`config.mk`:
```
export PLATFORM = sky130hd
export DESIGN_NAME = mem_bus_arbiter
export DESIGN_NICKNAME = d
export VERILOG_FILES = /design/src/rtl/mem_arb_pkg.sv /design/src/rtl/mem_bus_arbiter_grant_sel.sv /design/src/rtl/mem_bus_arbiter.sv
export SDC_FILE = /design/constraint.sdc
export NUM_CORES = 1
export LEC_CHECK = 0
export BUFFER_PORTS_ARGS = -buffer_cell sky130_fd_sc_hd__buf_2
export CORE_ASPECT_RATIO = 2
export CORE_MARGIN = 2
export CORE_UTILIZATION = 49
export DETAILED_ROUTE_END_ITERATION = 8
export GPL_TIMING_DRIVEN = 0
export HOLD_SLACK_MARGIN = 0.15
export PLACE_DENSITY = 0.87
export SYNTH_ARGS = -nofsm -noshare
export SYNTH_HDL_FRONTEND = slang
export SYNTH_SLANG_ARGS = --single-unit
```
`constraint.sdc`:
```
create_clock -name CLK -period 4.7 [get_ports CLK]
set_input_delay 0.705 -clock CLK [delete_from_list [all_inputs] [get_ports CLK]]
set_output_delay 0.705 -clock CLK [all_outputs]
set_load 0.05 [all_outputs]
```
`src/rtl/mem_arb_pkg.sv`:
```
// mem_arb_pkg: shared types and constants for the memory bus arbiter.
//   arb_state_e : FSM state encoding (IDLE / ACCESS / RESP)
//   REQ_F/REQ_D : requester IDs as driven on gnt_id
//   BUS_RD/BUS_WR : bus direction values as driven on WR_RD
package mem_arb_pkg;

  typedef enum logic [1:0] {
    IDLE   = 2'd0,
    ACCESS = 2'd1,
    RESP   = 2'd2
  } arb_state_e;

  localparam logic REQ_F  = 1'b0;
  localparam logic REQ_D  = 1'b1;

  localparam logic BUS_RD = 1'b0;
  localparam logic BUS_WR = 1'b1;

endpackage

```
`src/rtl/mem_bus_arbiter_grant_sel.sv`:
```
// arb_grant_sel: combinational winner pick between fetch (F) and data (D).
// Optional feature macro: MEM_ARB_ROUND_ROBIN_EN
//   undefined : fixed priority D > F; i_last_id is ignored
//   defined   : on a tie, grant the requester that did not win last time
// Ports:
//   i_f_req, i_d_req : request lines
//   i_last_id        : winner of the previous arbitration
//   o_gnt_valid      : at least one request present
//   o_gnt_id         : winning requester (REQ_F / REQ_D)
module arb_grant_sel
  import mem_arb_pkg::*;
(
  input  logic i_f_req,
  input  logic i_d_req,
  input  logic i_last_id,
  output logic o_gnt_valid,
  output logic o_gnt_id
);

  always_comb begin
    o_gnt_valid = i_f_req | i_d_req;
    o_gnt_id    = REQ_F;
`ifdef MEM_ARB_ROUND_ROBIN_EN
    if (i_f_req && i_d_req) begin
      o_gnt_id = ~i_last_id;
    end else if (i_d_req) begin
      o_gnt_id = REQ_D;
    end
`else
    if (i_d_req) begin
      o_gnt_id = REQ_D;
    end
`endif
  end

`ifndef MEM_ARB_ROUND_ROBIN_EN
  // Fixed priority has no use for the last winner.
  logic w_unused_last;
  assign w_unused_last = i_last_id;
`endif

endmodule

```
`src/rtl/mem_bus_arbiter.sv`:
```
// mem_bus_arbiter: shares the external memory bus between instruction fetch
// (F, read-only) and load/store data (D). Each access holds CS high for
// WAIT_CYCLES cycles, then pulses the winner's done for one cycle.
// Optional feature macro: MEM_ARB_ROUND_ROBIN_EN (round-robin tie break).
// Ports:
//   CLK, rst (async active-low)
//   f_req/f_addr/f_done                  : fetch requester
//   d_req/d_we/d_addr/d_wdata/d_done     : data requester
//   rdata                                : read data, held until next read
//   ADDR/Data_BUS_WRITE/Data_BUS_READ/CS/WR_RD : external bus
//   bus_busy, gnt_id                     : status
module mem_bus_arbiter
  import mem_arb_pkg::*;
#(
  parameter int unsigned WAIT_CYCLES = 2,
  parameter int unsigned CNT_W       = 4,
  parameter int unsigned ADDR_W      = 32,
  parameter int unsigned DATA_W      = 32
) (
  input  logic              CLK,
  input  logic              rst,
  input  logic              f_req,
  input  logic [ADDR_W-1:0] f_addr,
  output logic              f_done,
  input  logic              d_req,
  input  logic              d_we,
  input  logic [ADDR_W-1:0] d_addr,
  input  logic [DATA_W-1:0] d_wdata,
  output logic              d_done,
  output logic [DATA_W-1:0] rdata,
  output logic [ADDR_W-1:0] ADDR,
  output logic [DATA_W-1:0] Data_BUS_WRITE,
  input  logic [DATA_W-1:0] Data_BUS_READ,
  output logic              CS,
  output logic              WR_RD,
  output logic              bus_busy,
  output logic              gnt_id
);

  localparam logic [CNT_W-1:0] CNT_INIT = CNT_W'(WAIT_CYCLES - 1);

  arb_state_e        r_state, w_state_nxt;
  logic [CNT_W-1:0]  r_cnt, w_cnt_nxt;
  logic              r_cs, w_cs_nxt;
  logic              r_wr, w_wr_nxt;
  logic              r_f_done, w_f_done_nxt;
  logic              r_d_done, w_d_done_nxt;
  logic              r_busy, w_busy_nxt;
  logic              r_gnt, w_gnt_nxt;
  logic [ADDR_W-1:0] r_addr, w_addr_nxt;
  logic [DATA_W-1:0] r_wdata, w_wdata_nxt;
  logic [DATA_W-1:0] r_rdata, w_rdata_nxt;
  logic              w_gnt_valid, w_gnt_id;
  logic              w_last_id;

`ifdef MEM_ARB_ROUND_ROBIN_EN
  logic r_last_id, w_last_nxt;
  assign w_last_id = r_last_id;
`else
  assign w_last_id = REQ_D;
`endif

  arb_grant_sel u_grant_sel (
    .i_f_req     (f_req),
    .i_d_req     (d_req),
    .i_last_id   (w_last_id),
    .o_gnt_valid (w_gnt_valid),
    .o_gnt_id    (w_gnt_id)
  );

  always_ff @(posedge CLK or negedge rst) begin
    if (!rst) begin
      r_state  <= IDLE;
      r_cnt    <= '0;
      r_cs     <= 1'b0;
      r_wr     <= BUS_RD;
      r_f_done <= 1'b0;
      r_d_done <= 1'b0;
      r_busy   <= 1'b0;
      r_gnt    <= REQ_F;
      r_addr   <= '0;
      r_wdata  <= '0;
      r_rdata  <= '0;
`ifdef MEM_ARB_ROUND_ROBIN_EN
      r_last_id <= REQ_D;
`endif
    end else begin
      r_state  <= w_state_nxt;
      r_cnt    <= w_cnt_nxt;
      r_cs     <= w_cs_nxt;
      r_wr     <= w_wr_nxt;
      r_f_done <= w_f_done_nxt;
      r_d_done <= w_d_done_nxt;
      r_busy   <= w_busy_nxt;
      r_gnt    <= w_gnt_nxt;
      r_addr   <= w_addr_nxt;
      r_wdata  <= w_wdata_nxt;
      r_rdata  <= w_rdata_nxt;
`ifdef MEM_ARB_ROUND_ROBIN_EN
      r_last_id <= w_last_nxt;
`endif
    end
  end

  always_comb begin
    w_state_nxt  = r_state;
    w_cnt_nxt    = r_cnt;
    w_cs_nxt     = r_cs;
    w_wr_nxt     = r_wr;
    w_f_done_nxt = 1'b0;
    w_d_done_nxt = 1'b0;
    w_gnt_nxt    = r_gnt;
    w_addr_nxt   = r_addr;
    w_wdata_nxt  = r_wdata;
    w_rdata_nxt  = r_rdata;
`ifdef MEM_ARB_ROUND_ROBIN_EN
    w_last_nxt   = r_last_id;
`endif
    unique case (r_state)
      IDLE: begin
        if (w_gnt_valid) begin
          w_state_nxt = ACCESS;
          w_cs_nxt    = 1'b1;
          w_cnt_nxt   = CNT_INIT;
          w_gnt_nxt   = w_gnt_id;
`ifdef MEM_ARB_ROUND_ROBIN_EN
          w_last_nxt  = w_gnt_id;
`endif
          if (w_gnt_id == REQ_D) begin
            w_addr_nxt  = d_addr;
            w_wdata_nxt = d_wdata;
            w_wr_nxt    = d_we ? BUS_WR : BUS_RD;
          end else begin
            // Fetch has no write data; the bus keeps its last value.
            w_addr_nxt  = f_addr;
            w_wr_nxt    = BUS_RD;
          end
        end
      end
      ACCESS: begin
        if (r_cnt != '0) begin
          w_cnt_nxt = r_cnt - CNT_W'(1);
        end else begin
          if (r_wr == BUS_RD) begin
            w_rdata_nxt = Data_BUS_READ;
          end
          w_cs_nxt    = 1'b0;
          w_state_nxt = RESP;
          if (r_gnt == REQ_D) w_d_done_nxt = 1'b1;
          else                w_f_done_nxt = 1'b1;
        end
      end
      RESP: begin
        w_state_nxt = IDLE;
      end
      default: begin
        w_state_nxt = IDLE;
      end
    endcase
    // Registered so bus_busy tracks the state it will be in next cycle.
    w_busy_nxt = (w_state_nxt != IDLE);
  end

  assign CS             = r_cs;
  assign WR_RD          = r_wr;
  assign f_done         = r_f_done;
  assign d_done         = r_d_done;
  assign bus_busy       = r_busy;
  assign gnt_id         = r_gnt;
  assign ADDR           = r_addr;
  assign Data_BUS_WRITE = r_wdata;
  assign rdata          = r_rdata;

endmodule

```
# --- Yosys cells after proc, flatten, opt, wreduce, memory -nomap -nowiden ---
# Cells that the tools add are included.
word_totals:
  register_bits: 108
  elab_cells: 47
  output_inout_bits: 102
op_classes:
  n_addsub: 1
  muxes: 19
  n_reduce_logical: 9
  bitwise: 3
  eq_ne: 4
ops:
  columns: ["cell", "count"]
  rows:
  - ["2-to-1 mux 32 bit", 1]
  - ["AND reduction 3 bit", 4]
  - ["2-to-1 mux 1 bit", 11]
  - ["2-to-1 mux 4 bit", 2]
  - ["case mux 4 bit (2 select lines)", 1]
  - ["2-to-1 mux 2 bit", 2]
  - ["!= test 2 bit, second input constant", 2]
  - ["case mux 2 bit (2 select lines)", 1]
  - ["nonzero test 2 bit", 2]
  - ["nonzero test 4 bit", 1]
  - ["subtractor 4 x 1 -> 4 bit, second input constant", 1]
  - ["equality test 2 x 1 -> 1 bit, second input constant", 1]
  - ["logical NOT 2 bit", 1]
  - ["!= test 2 x 1 -> 1 bit, second input constant", 1]
  - ["NOT 1 bit", 2]
  - ["case mux 1 bit (2 select lines)", 1]
  - ["AND reduction 2 bit", 1]
  - ["OR 1 bit", 1]

# --- Logic depth before layout (Yosys ltp) ---
# Gate-level depths: netlist of the first run.
depth:
  word_depth: 4
  ltp_mapped: 6
  mapped_depth_nobuf: 5

# --- Modules after synthesis ---
# A second synthesis of the first run with hierarchy kept.
unflattened:
  hier_cells: 328
  area_unflattened_um2: 4521.8
by_module_without_submodules:
  columns: ["mod", "seq_area_each_um2", "cells_per_inst", "instances", "area_per_inst_um2"]
  rows:
  - ["mem_bus_arbiter", 2702.6, 326, 1, 4508.1]
  - ["arb_grant_sel", 0.0, 2, 1, 13.8]

# --- Least setup slack after synthesis of the first run ---
# No wires, ideal clock.
synth_path:
  path_kind: "input-to-reg"
  start: "input port d_req"
  end: "register r_wdata[10], in the netlist Data_BUS_WRITE[10]"
  n_path_buf: 3
  t_arrival_ps: 1632
  setup_ps: 125
  required_ps: 4575
  stages: 5
  setup_slack_ps: 2944
  cell_sequence: "buf_2 and2_1 buf_2 buf_4 mux2_2"
synth_between:
  elab_chain_cells: 2
  word_cells_on_any_way: 3
synth_lines:
  columns: ["item", "line_no", "source"]
  rows:
  - ["start: declaration", "mem_bus_arbiter.sv:25", "input logic d_req,"]
  - ["2-to-1 mux 1 bit / OR 1 bit (equally long branches)", "mem_bus_arbiter_grant_sel.sv:30, mem_bus_arbiter_grant_sel.sv:21", null]
  - ["AND reduction 3 bit (no source line) (*)", null, null]
  - ["end signal: assignment", "mem_bus_arbiter.sv:97", "r_wdata <= w_wdata_nxt;"]
  - ["end: declaration", "mem_bus_arbiter.sv:51", "logic [DATA_W-1:0] r_wdata, w_wdata_nxt;"]
# Mark *: on every way between the ends. The rest lies on a longest branch, timed or not.
# A chain may end at the register's enable or synchronous reset.

# --- Worst setup path after layout of the first run ---
layout_path:
  start: "register r_cnt[0]"
  end: "register r_rdata[27], in the netlist rdata[27]"
layout_between:
  elab_chain_cells: 3
layout_lines:
  columns: ["item", "line_no", "source"]
  rows:
  - ["start: declaration", "mem_bus_arbiter.sv:43", "logic [CNT_W-1:0] r_cnt, w_cnt_nxt;"]
  - ["start signal: assignment", "mem_bus_arbiter.sv:89", "r_cnt <= w_cnt_nxt;"]
  - ["nonzero test 4 bit", "mem_bus_arbiter.sv:141", "if (r_cnt != '0) begin"]
  - ["NOT 1 bit (no source line)", null, null]
  - ["AND reduction 3 bit (no source line)", null, null]
  - ["end signal: assignment", "mem_bus_arbiter.sv:98", "r_rdata <= w_rdata_nxt;"]
  - ["end: declaration", "mem_bus_arbiter.sv:52", "logic [DATA_W-1:0] r_rdata, w_rdata_nxt;"]
# No other way between the ends.

==> results of run 1 <==
==> area by class of cell <==
class / instances / area (µm²) / share of cell area [%]
Tap cell: 102 / 128 / 2.07
Clock buffer: 11 / 243 / 3.94
Buffer: 21 / 119 / 1.93
Multi-Input combinational cell: 193 / 1720 / 27.9
Clock inverter: 5 / 36.3 / 0.589
Inverter: 4 / 15.0 / 0.244
Timing Repair Buffer: 234 / 1200 / 19.4
Sequential cell: 108 / 2700 / 43.9
==> placed cells by master (no fill, tap or decap), drive strengths merged, types with 2 or more instances in the layout <==
| cell type | count |
|---|---|
| ha | 2 |
| buf | 245 |
| nor2 | 4 |
| dfrtp | 108 |
| clkinvlp | 3 |
| a21o | 2 |
| nand2b | 2 |
| mux2i | 32 |
| o21ai | 67 |
| inv | 5 |
| mux2 | 66 |
| clkbuf | 21 |
| nor3 | 2 |
| nand2 | 3 |
==> power by group through the flow <==
stage	Combinational [µW]	Clock, µW	Sequential (µW)
after floorplan	877	0	3170
after global placement	3120	0	1610
after detailed placement	3170	0	1650
after CTS	3180	719	1640
after global routing	3320	762	1690
final	3160	701	1630
==> registers in the layout, indices dropped and copies added, names as in the netlist <==
register / cells
CS: 1
r_state: 2
bus_busy: 1
Data_BUS_WRITE: 32
rdata: 32
WR_RD: 1
gnt_id: 1
r_cnt: 4
f_done: 1
ADDR: 32
d_done: 1
==> logic make-up after synthesis <==
kind of cell / count (synthesis) / share of synthesized area, %
flip-flops: 108 / 59.3
multiplexers: 98 / 25.8
AO/OA/AOI/OAI: 74 / 8.54
buffers and inverters: 25 / 2.94
AND/OR/NAND/NOR: 19 / 2.80
adder cells (fa/ha/maj): 2 / 0.549
==> routing by layer <==
metal  global-route usage (%)  vias to the layer above  wire length, µm
met5                        0                        -                0
met4                     11.8                        0              416
met3                     4.96                       40              621
met2                     41.7                      148             6360
met1                     24.2                     1709             3890
li1                         -                     1643                -
==> metrics by stage <==
step,std cells,utilization (%)
after detailed placement,662,65.2
after global routing,678,68.3
final,678,68.3
after floorplan,326,-
after global placement,661,64.9
after CTS,678,68.3
==> path summary, 6_finish.rpt <==
check	from	endpoint	slack, ns	depth (start not counted)
worst max register to register	r_cnt[0]	rdata[27]	2.84	6
worst min-delay path	rst	Data_BUS_WRITE[6]	0.41	1
worst max-delay path	r_cnt[0]	rdata[27]	2.84	6
max in group asynchronous	rst	r_state[1]	3.59	2
min in group CLK	gnt_id	f_done	0.48	1
worst min register to register	gnt_id	f_done	0.48	1
==> worst max-delay path, delay by kind of cell, from the launching register on <==
kind / cells / cell delay [ns]
adder cells (fa/ha/maj): 1 / 0.20
AND/OR/NAND/NOR: 2 / 0.52
buffers and inverters: 2 / 0.31
multiplexers: 1 / 0.30
flip-flops: 1 / 0.40
==> flow_summary.ini, run 1 <==
[critical_path]
start_kind = flip-flop
crit_slowest_cell = dfrtp_1
crit_type = reg2reg
cpPeakStageDelay_ns = 0.40
cp_cell_sequence = inv_1, ha_1, nor3b_4, nand3b_4, buf_6, mux2_4
worstPathMaxFanout = 10
cp.arrival_ns = 2.07
endpoint_kind = flip-flop
required_ns = 4.91

[routing]
num_vias = 3540
route.antenna.remaining_nets = 0
firstDrtPassIters = 4
drt_wl_total_um = 11300
drc = 0
drtIter0Drc = 127
wire_per_inst_um = 16.6
viasPerCell = 5.22

[synthesis]
synth-edff-count = 0
yosysMostFrequentCell = dfrtp_1
synth_fp_nets = 461
synth.distinct_cells = 30
synth_top_cell_by_area = dfrtp_1
ys_dominant_reg_cell = dfrtp_1
syn-mean-instance-area_um2 = 14.0
yosysSeqAreaShare_pct = 59.3
syn_area_mm2 = 0.00455
syn_inst = 326
synth.top_cells.by_count = 108 x dfrtp_1, 64 x o21ai_0, 36 x mux2_2
synth_top_area_share_pct = 59.3
yosys_warnings = 0
synthArstFlopShare_pct = 100
synth-seq-cells = 108
synthTopCellsByArea = dfrtp_1 59%, mux2_4 9.9%, mux2_2 8.9%

[placement]
placed_area_mm2 = 0.00588
hpwl_um = 8900
routabilityCongestion = 0.794
pre_cts_ws_ns = 2.59
io_buffers = 233

[timing]
hold_viol = 0
slew_violations = 0
fin_worst_skew_ns = 0.00936
hold-worst-slack_ns = 0.409
finalWorstPathRequiredPeriod_ns = 1.86
rsz0062_at_grt = no
tns_ns = 0
worstMarginPinSlew_ns = 0.714
fin_ws_ns = 2.84
finalSetupViolations = 0
post-route-period-util_pct = 39.6
max_freq_mhz = 537
relSlewSlack_pct = 52.4

[clock_network]
cts_buffers = 9
numClockSinks = 108
worstSkewPairLatency_ns = 0.34
path_clk_slew_ns = 0.07
clk_path_buf_depth = 2
cts.repair.resized = 0
post_cts_buffers = 0
cts-root-buf = clkbuf_16
cts_tree = yes
htreeDepth = 3
cts-hold-fix-buffers = 0

[finish]
final_area_mm2 = 0.00616
area_delta_synth_final_pct = 35.2
nNetsFinal = 706
drive_gt1_share_pct = 56.9
fill_cells = 654
diodes = 0

[status]
status = complete, no violations

[pwr]
p_clk_share_pct = 12.8
ir_drop_mv = 0.590
comb_power_share_pct = 57.5
power_density_mw_per_mm2 = 892
switching_power_uw = 2800
p_int_uw = 2690
sw_frac_of_total_pct = 50.9
pwr-share-seq_pct = 29.7
leakage_uw = 0.00324
power_uw = 5490

[global_routing]
grt_max_degree = 56
antenna_found_initial = 0
grt-ovfl-total = 0
grt_pass1_wl_um = 18300
grt_pass1_vias = 3816
grt_use_total_pct = 23.1

[die]
die_h_um = 140
fp-row-count = 49
core_area_mm2 = 0.00901
ios = 235
die_w_um = 72.2
dieArea_mm2 = 0.0101
initial_core_util_pct = 50.5

[min_path]
hp-class = in2async

[run]
maxCapViolCount = 0
(Power assumes the default switching activity.)
==> run 2, diff against run 1 <==
--- a/config.mk
+++ b/config.mk
@@ -8,11 +8,11 @@
 export BUFFER_PORTS_ARGS = -buffer_cell sky130_fd_sc_hd__buf_2
 export CORE_ASPECT_RATIO = 2
 export CORE_MARGIN = 2
-export CORE_UTILIZATION = 49
+export CORE_UTILIZATION = 45
 export DETAILED_ROUTE_END_ITERATION = 8
 export GPL_TIMING_DRIVEN = 0
 export HOLD_SLACK_MARGIN = 0.15
-export PLACE_DENSITY = 0.87
+export PLACE_DENSITY = 0.81
 export SYNTH_ARGS = -nofsm -noshare
 export SYNTH_HDL_FRONTEND = slang
 export SYNTH_SLANG_ARGS = --single-unit
==> constraint.sdc (replaced) <==
create_clock -name CLK -period 1.95 [get_ports CLK]
set_input_delay 0.2925 -clock CLK [delete_from_list [all_inputs] [get_ports CLK]]
set_output_delay 0.2925 -clock CLK [all_outputs]
set_load 0.05 [all_outputs]
==> run 2 against run 1 <==
Sequential share of layout area shrank 0.59 points. Critical path type unchanged. Count of clock-buffer cells in the layout shrank 2. Maximum frequency grew 2.7%. Critical endpoint is now rdata[19]. Non-clock buffer count grew 1. Setup slack lost 2.7 ns. Wire length shrank 5.6%. Critical path depth is the same. Design area grew 1.4%. Global-route usage shrank 3.2 points. Utilization shrank 5.6 points.
==> flow_summary.ini, run 2 (synthesis results as in run 1) <==
[clock_network]
post_cts_buffers = 0
htreeDepth = 3
cts_tree = yes
numClockSinks = 108
worstSkewPairLatency_ns = 0.34
clk_path_buf_depth = 2
cts_buffers = 9
path_clk_slew_ns = 0.07
cts-root-buf = clkbuf_16

[timing]
relSlewSlack_pct = 47.0
finalWorstPathRequiredPeriod_ns = 1.81
finalSetupViolations = 0
max_freq_mhz = 552
worstMarginPinSlew_ns = 0.794
tns_ns = 0
slew_violations = 0
fin_ws_ns = 0.139
hold-worst-slack_ns = 0.174
hold_viol = 0
fin_worst_skew_ns = 0.0112
rsz0062_at_grt = no
post-route-period-util_pct = 92.9

[routing]
num_vias = 3448
drc = 0
drtIter0Drc = 117
drt_wl_total_um = 10700
wire_per_inst_um = 15.0
met2_length_um = 5240
firstDrtPassIters = 4
wl_met1_um = 4170
route.antenna.remaining_nets = 0
maxUsedRoutingLayer = met4
wl_met3_um = 1100
viasPerCell = 4.85

[finish]
diodes = 0
layout_common_cells = 237 x buf_2, 108 x dfrtp_1, 64 x o21ai_0
area_delta_synth_final_pct = 37.0
layout_commonest_cell = buf_2
drive_gt1_share_pct = 56.9
nNetsFinal = 707

[critical_path]
endpoint_kind = flip-flop
r2r.worst_path.cells = 6
timing.rr.end = rdata[19]
rrSetupSlack_ns = 0.14
start_kind = flip-flop
crit_type = reg2reg
required_ns = 2.18
cp.arrival_ns = 2.04
worstPathMaxFanout = 10
worstReg2RegStart = r_cnt[0]

[die]
ios = 235
initial_core_util_pct = 45.8
die_w_um = 75.1
core_area_mm2 = 0.00995
fp-row-count = 52
dieArea_mm2 = 0.0110
die_h_um = 146

[min_path]
min_to = rdata[30]
hp-class = in2reg
worstHoldPathCells = 2
hp-start = Data_BUS_READ[30]

[global_routing]
antenna_found_initial = 0
grt_pass1_wl_um = 16600
grt_use_total_pct = 19.9
grt_max_degree = 65
grt_pass1_vias = 3392
grt-ovfl-total = 0

[placement]
hpwl_um = 8340
routabilityCongestion = 0.773
pre_cts_ws_ns = 0.144
io_buffers = 233

[run]
maxCapViolCount = 0

[status]
status = complete, no violations
-- run 2: cell count changes in the layout (fill, tap and decap cells not counted) --
cell / change
clkbuf_8: -1
buf_16: -1
clkinvlp_4: -2
clkbuf_1: -1
inv_6: +2
buf_12: +1
dlygate4sd3_1: +1
clkinv_2: -1
bufinv_16: +2
-- run 2: worst max-delay path: stages, from the launching register on --
cell      delay, ns
dfrtp_1        0.38
inv_1          0.11
ha_1           0.19
nor3b_4        0.35
nand3b_4       0.17
buf_6          0.19
mux2_4         0.30
-- run 2: repair_timing --
action,4_1_cts,5_1_grt
gates resized for setup,0,0
hold buffers,1,0
hold endpoints to repair,63,0
-- run 2: layout make-up --
| cell class | instances | area (µm²) |
|---|---|---|
| plain buffers | 21 | 119 |
| clock buffers | 9 | 225 |
| clock inverters | 6 | 93.8 |
| fillers | 801 | 3710 |
| inverters | 4 | 15.0 |
| multi-input cells | 193 | 1720 |
| flip-flops and latches | 108 | 2700 |
| well taps | 135 | 169 |
| repair buffers | 235 | 1200 |
-- run 2: routing by layer --
metal  global-route usage, %  up-vias
li1                        -     1648
met4                    6.32        0
met1                    24.1     1582
met5                       0        -
met3                    6.14       13
met2                    33.1      205
-- run 2: per-stage QoR --
step | utilization, % | cells | cell area [µm²]
after CTS | 62.7 | 711 | 6240
after floorplan | - | 326 | 4550
after global placement | 59.2 | 694 | 5890
final | 62.7 | 711 | 6240
after global routing | 62.7 | 711 | 6240
after detailed placement | 59.4 | 695 | 5910
-- run 2: how the worst max path moves through the flow --
stage / end / cells after the start / slack [ns] / startpoint
final: rdata[19] / 6 / 0.14 / r_cnt[0]
after global placement: rdata[5] / 1 / -0.55 / rst
after CTS: rdata[16] / 6 / 0.13 / r_cnt[0]
after global routing: rdata[17] / 6 / 0.03 / r_cnt[0]
after detailed placement: rdata[16] / 6 / 0.14 / r_cnt[0]
after floorplan: rdata[10] / 6 / 0.32 / r_cnt[0]
Power of run 2 is left out: the tool's default activity adds up to more than one toggle a clock period on the data nets, which glitch-free logic cannot reach.
==> run 3, diff against run 2 <==
==> constraint.sdc (replaced) <==
create_clock -name CLK -period 1.7 [get_ports CLK]
set_input_delay 0.255 -clock CLK [delete_from_list [all_inputs] [get_ports CLK]]
set_output_delay 0.255 -clock CLK [all_outputs]
set_load 0.05 [all_outputs]
==> run 3 against run 2 <==
The run now ends with negative setup slack left. Critical path depth increased by 1. First-iteration DRC count increased by 0.85%. Wire length increased by 23%. Global-route usage increased by 4.0 points. Die area unchanged. Count of clock-buffer cells in the layout unchanged. Utilization increased by 8.3 points. Via count increased by 12%. Clock skew decreased by 0.0019 ns. Design area increased by 13%. Critical endpoint is now rdata[24].
==> flow_summary.ini, run 3 (synthesis results as in run 1) <==
[routing]
firstDrtPassIters = 5
drc = 0
drt_wl_total_um = 13100
num_vias = 3852
route.antenna.remaining_nets = 0
drtIter0Drc = 118
viasPerCell = 4.89
wire_per_inst_um = 16.6

[critical_path]
crit_type = reg2reg
required_ns = 1.93
worstPathMaxFanout = 5
crit_top_cell = buf_12
endpoint_kind = flip-flop
cp.arrival_ns = 1.94
cp_top_family = flip-flops
crit_slowest_cell = dfrtp_1
crit_buf_inv = 3
start_kind = flip-flop
cp_cell_sequence = inv_2, ha_4, nor3b_4, nand3b_4, buf_12, buf_12, mux2_4
cpPeakStageDelay_ns = 0.39

[timing]
slew_violations = 0
max_freq_mhz = 583
tns_ns = -0.0260
finalWorstPathRequiredPeriod_ns = 1.72
relSlewSlack_pct = 46.4
rsz0062_at_grt = yes
hold-worst-slack_ns = 0.159
fin_ws_ns = -0.0164
finalSetupViolations = 4
worstMarginPinSlew_ns = 0.804
hold_viol = 0
fin_worst_skew_ns = 0.00931
post-route-period-util_pct = 101

[run]
maxCapViolCount = 0

[pwr]
ir_drop_mv = 1.41
power_density_mw_per_mm2 = 2280
leakage_uw = 0.00365

[finish]
layout_common_cells = 237 x buf_2, 108 x dfrtp_1, 64 x o21ai_0
fill_cells = 667
multi_input_area_mm2 = 0.00173
nNetsFinal = 784
final-seq-area_mm2 = 0.00270
area_delta_synth_final_pct = 55.2
final_area_mm2 = 0.00707
layout_commonest_cell = buf_2
fin_cells = 788
drive_gt1_share_pct = 53.6
diodes = 0

[clock_network]
htreeDepth = 3
cts-root-buf = clkbuf_16
cts_tree = yes
path_clk_slew_ns = 0.07
clk_path_buf_depth = 2
numClockSinks = 108
worstSkewPairLatency_ns = 0.34
cts_buffers = 9

[placement]
pre_cts_ws_ns = -0.106
placed_cells = 695
io_buffers = 233
hpwl_um = 8340
placed_area_mm2 = 0.00591
routabilityCongestion = 0.773

[global_routing]
grt_pass1_vias = 4114
antenna_found_initial = 0
grt_pass1_wl_um = 19900
grt_use_total_pct = 23.8
grt-ovfl-total = 0
grt_max_degree = 65

[die]
die_w_um = 75.1
fp-row-count = 52
die_h_um = 146
initial_core_util_pct = 45.8
ios = 235
core_area_mm2 = 0.00995
dieArea_mm2 = 0.0110

[status]
violations = negative setup slack
status = complete, but fails checks

[min_path]
hp-class = in2reg
==> run 3: worst paths after layout <==
path	start	endpoint	cells past startpoint	slack, ns
worst max-delay path	r_cnt[0]	rdata[24]	7	-0.02
worst min register to register	gnt_id	f_done	1	0.48
worst max register to register	r_cnt[0]	rdata[24]	7	-0.02
max in group asynchronous	rst	rdata[31]	3	0.45
worst min-delay path	d_wdata[17]	Data_BUS_WRITE[17]	2	0.16
min in group asynchronous	rst	Data_BUS_WRITE[13]	2	0.56
==> run 3: power breakdown <==
part	total (µW)	internal [µW]	switching (µW)
Combinational	9340	2990	6350
Sequential	4560	3860	698
Clock	2220	1300	919
Total	16100	8140	7970
==> run 3: layer usage <==
metal / global-route usage [%] / vias up / share of wire [%]
met2: 42.7 / 227 / 52
met1: 27.2 / 1804 / 37
met3: 5.24 / 18 / 8.9
met4: 7.63 / 0 / 1.8
met5: 0 / - / 0
li1: - / 1803 / -
==> run 3: area by class of cell <==
class / count / share of cell area (%)
sequential: 108 / 38.2
timing repair buffer: 313 / 28.3
multi-input combinational: 193 / 24.5
clock buffer: 9 / 3.19
tap: 135 / 2.39
buffer: 20 / 1.82
clock inverter: 6 / 1.33
inverter: 4 / 0.212
==> run 3: through the flow <==
| stage | total power, µW | utilization, % |
|---|---|---|
| 2_1_floorplan | 11200 | - |
| 3_3_place_gp | 13100 | 59.2 |
| 3_5_place_dp | 13300 | 59.4 |
| 4_1_cts | 16000 | 70.8 |
| 5_1_grt | 16800 | 71.0 |
| 6_report | 16100 | 71.0 |
==> run 3: repair_timing <==
item,4_1_cts,5_1_grt
gates resized for setup,12,7
endpoints found under the hold margin,125,0
endpoints found under the setup margin,30,67
hold buffers,63,0
setup buffers,10,4
pin swaps,2,2
gates cloned,2,0
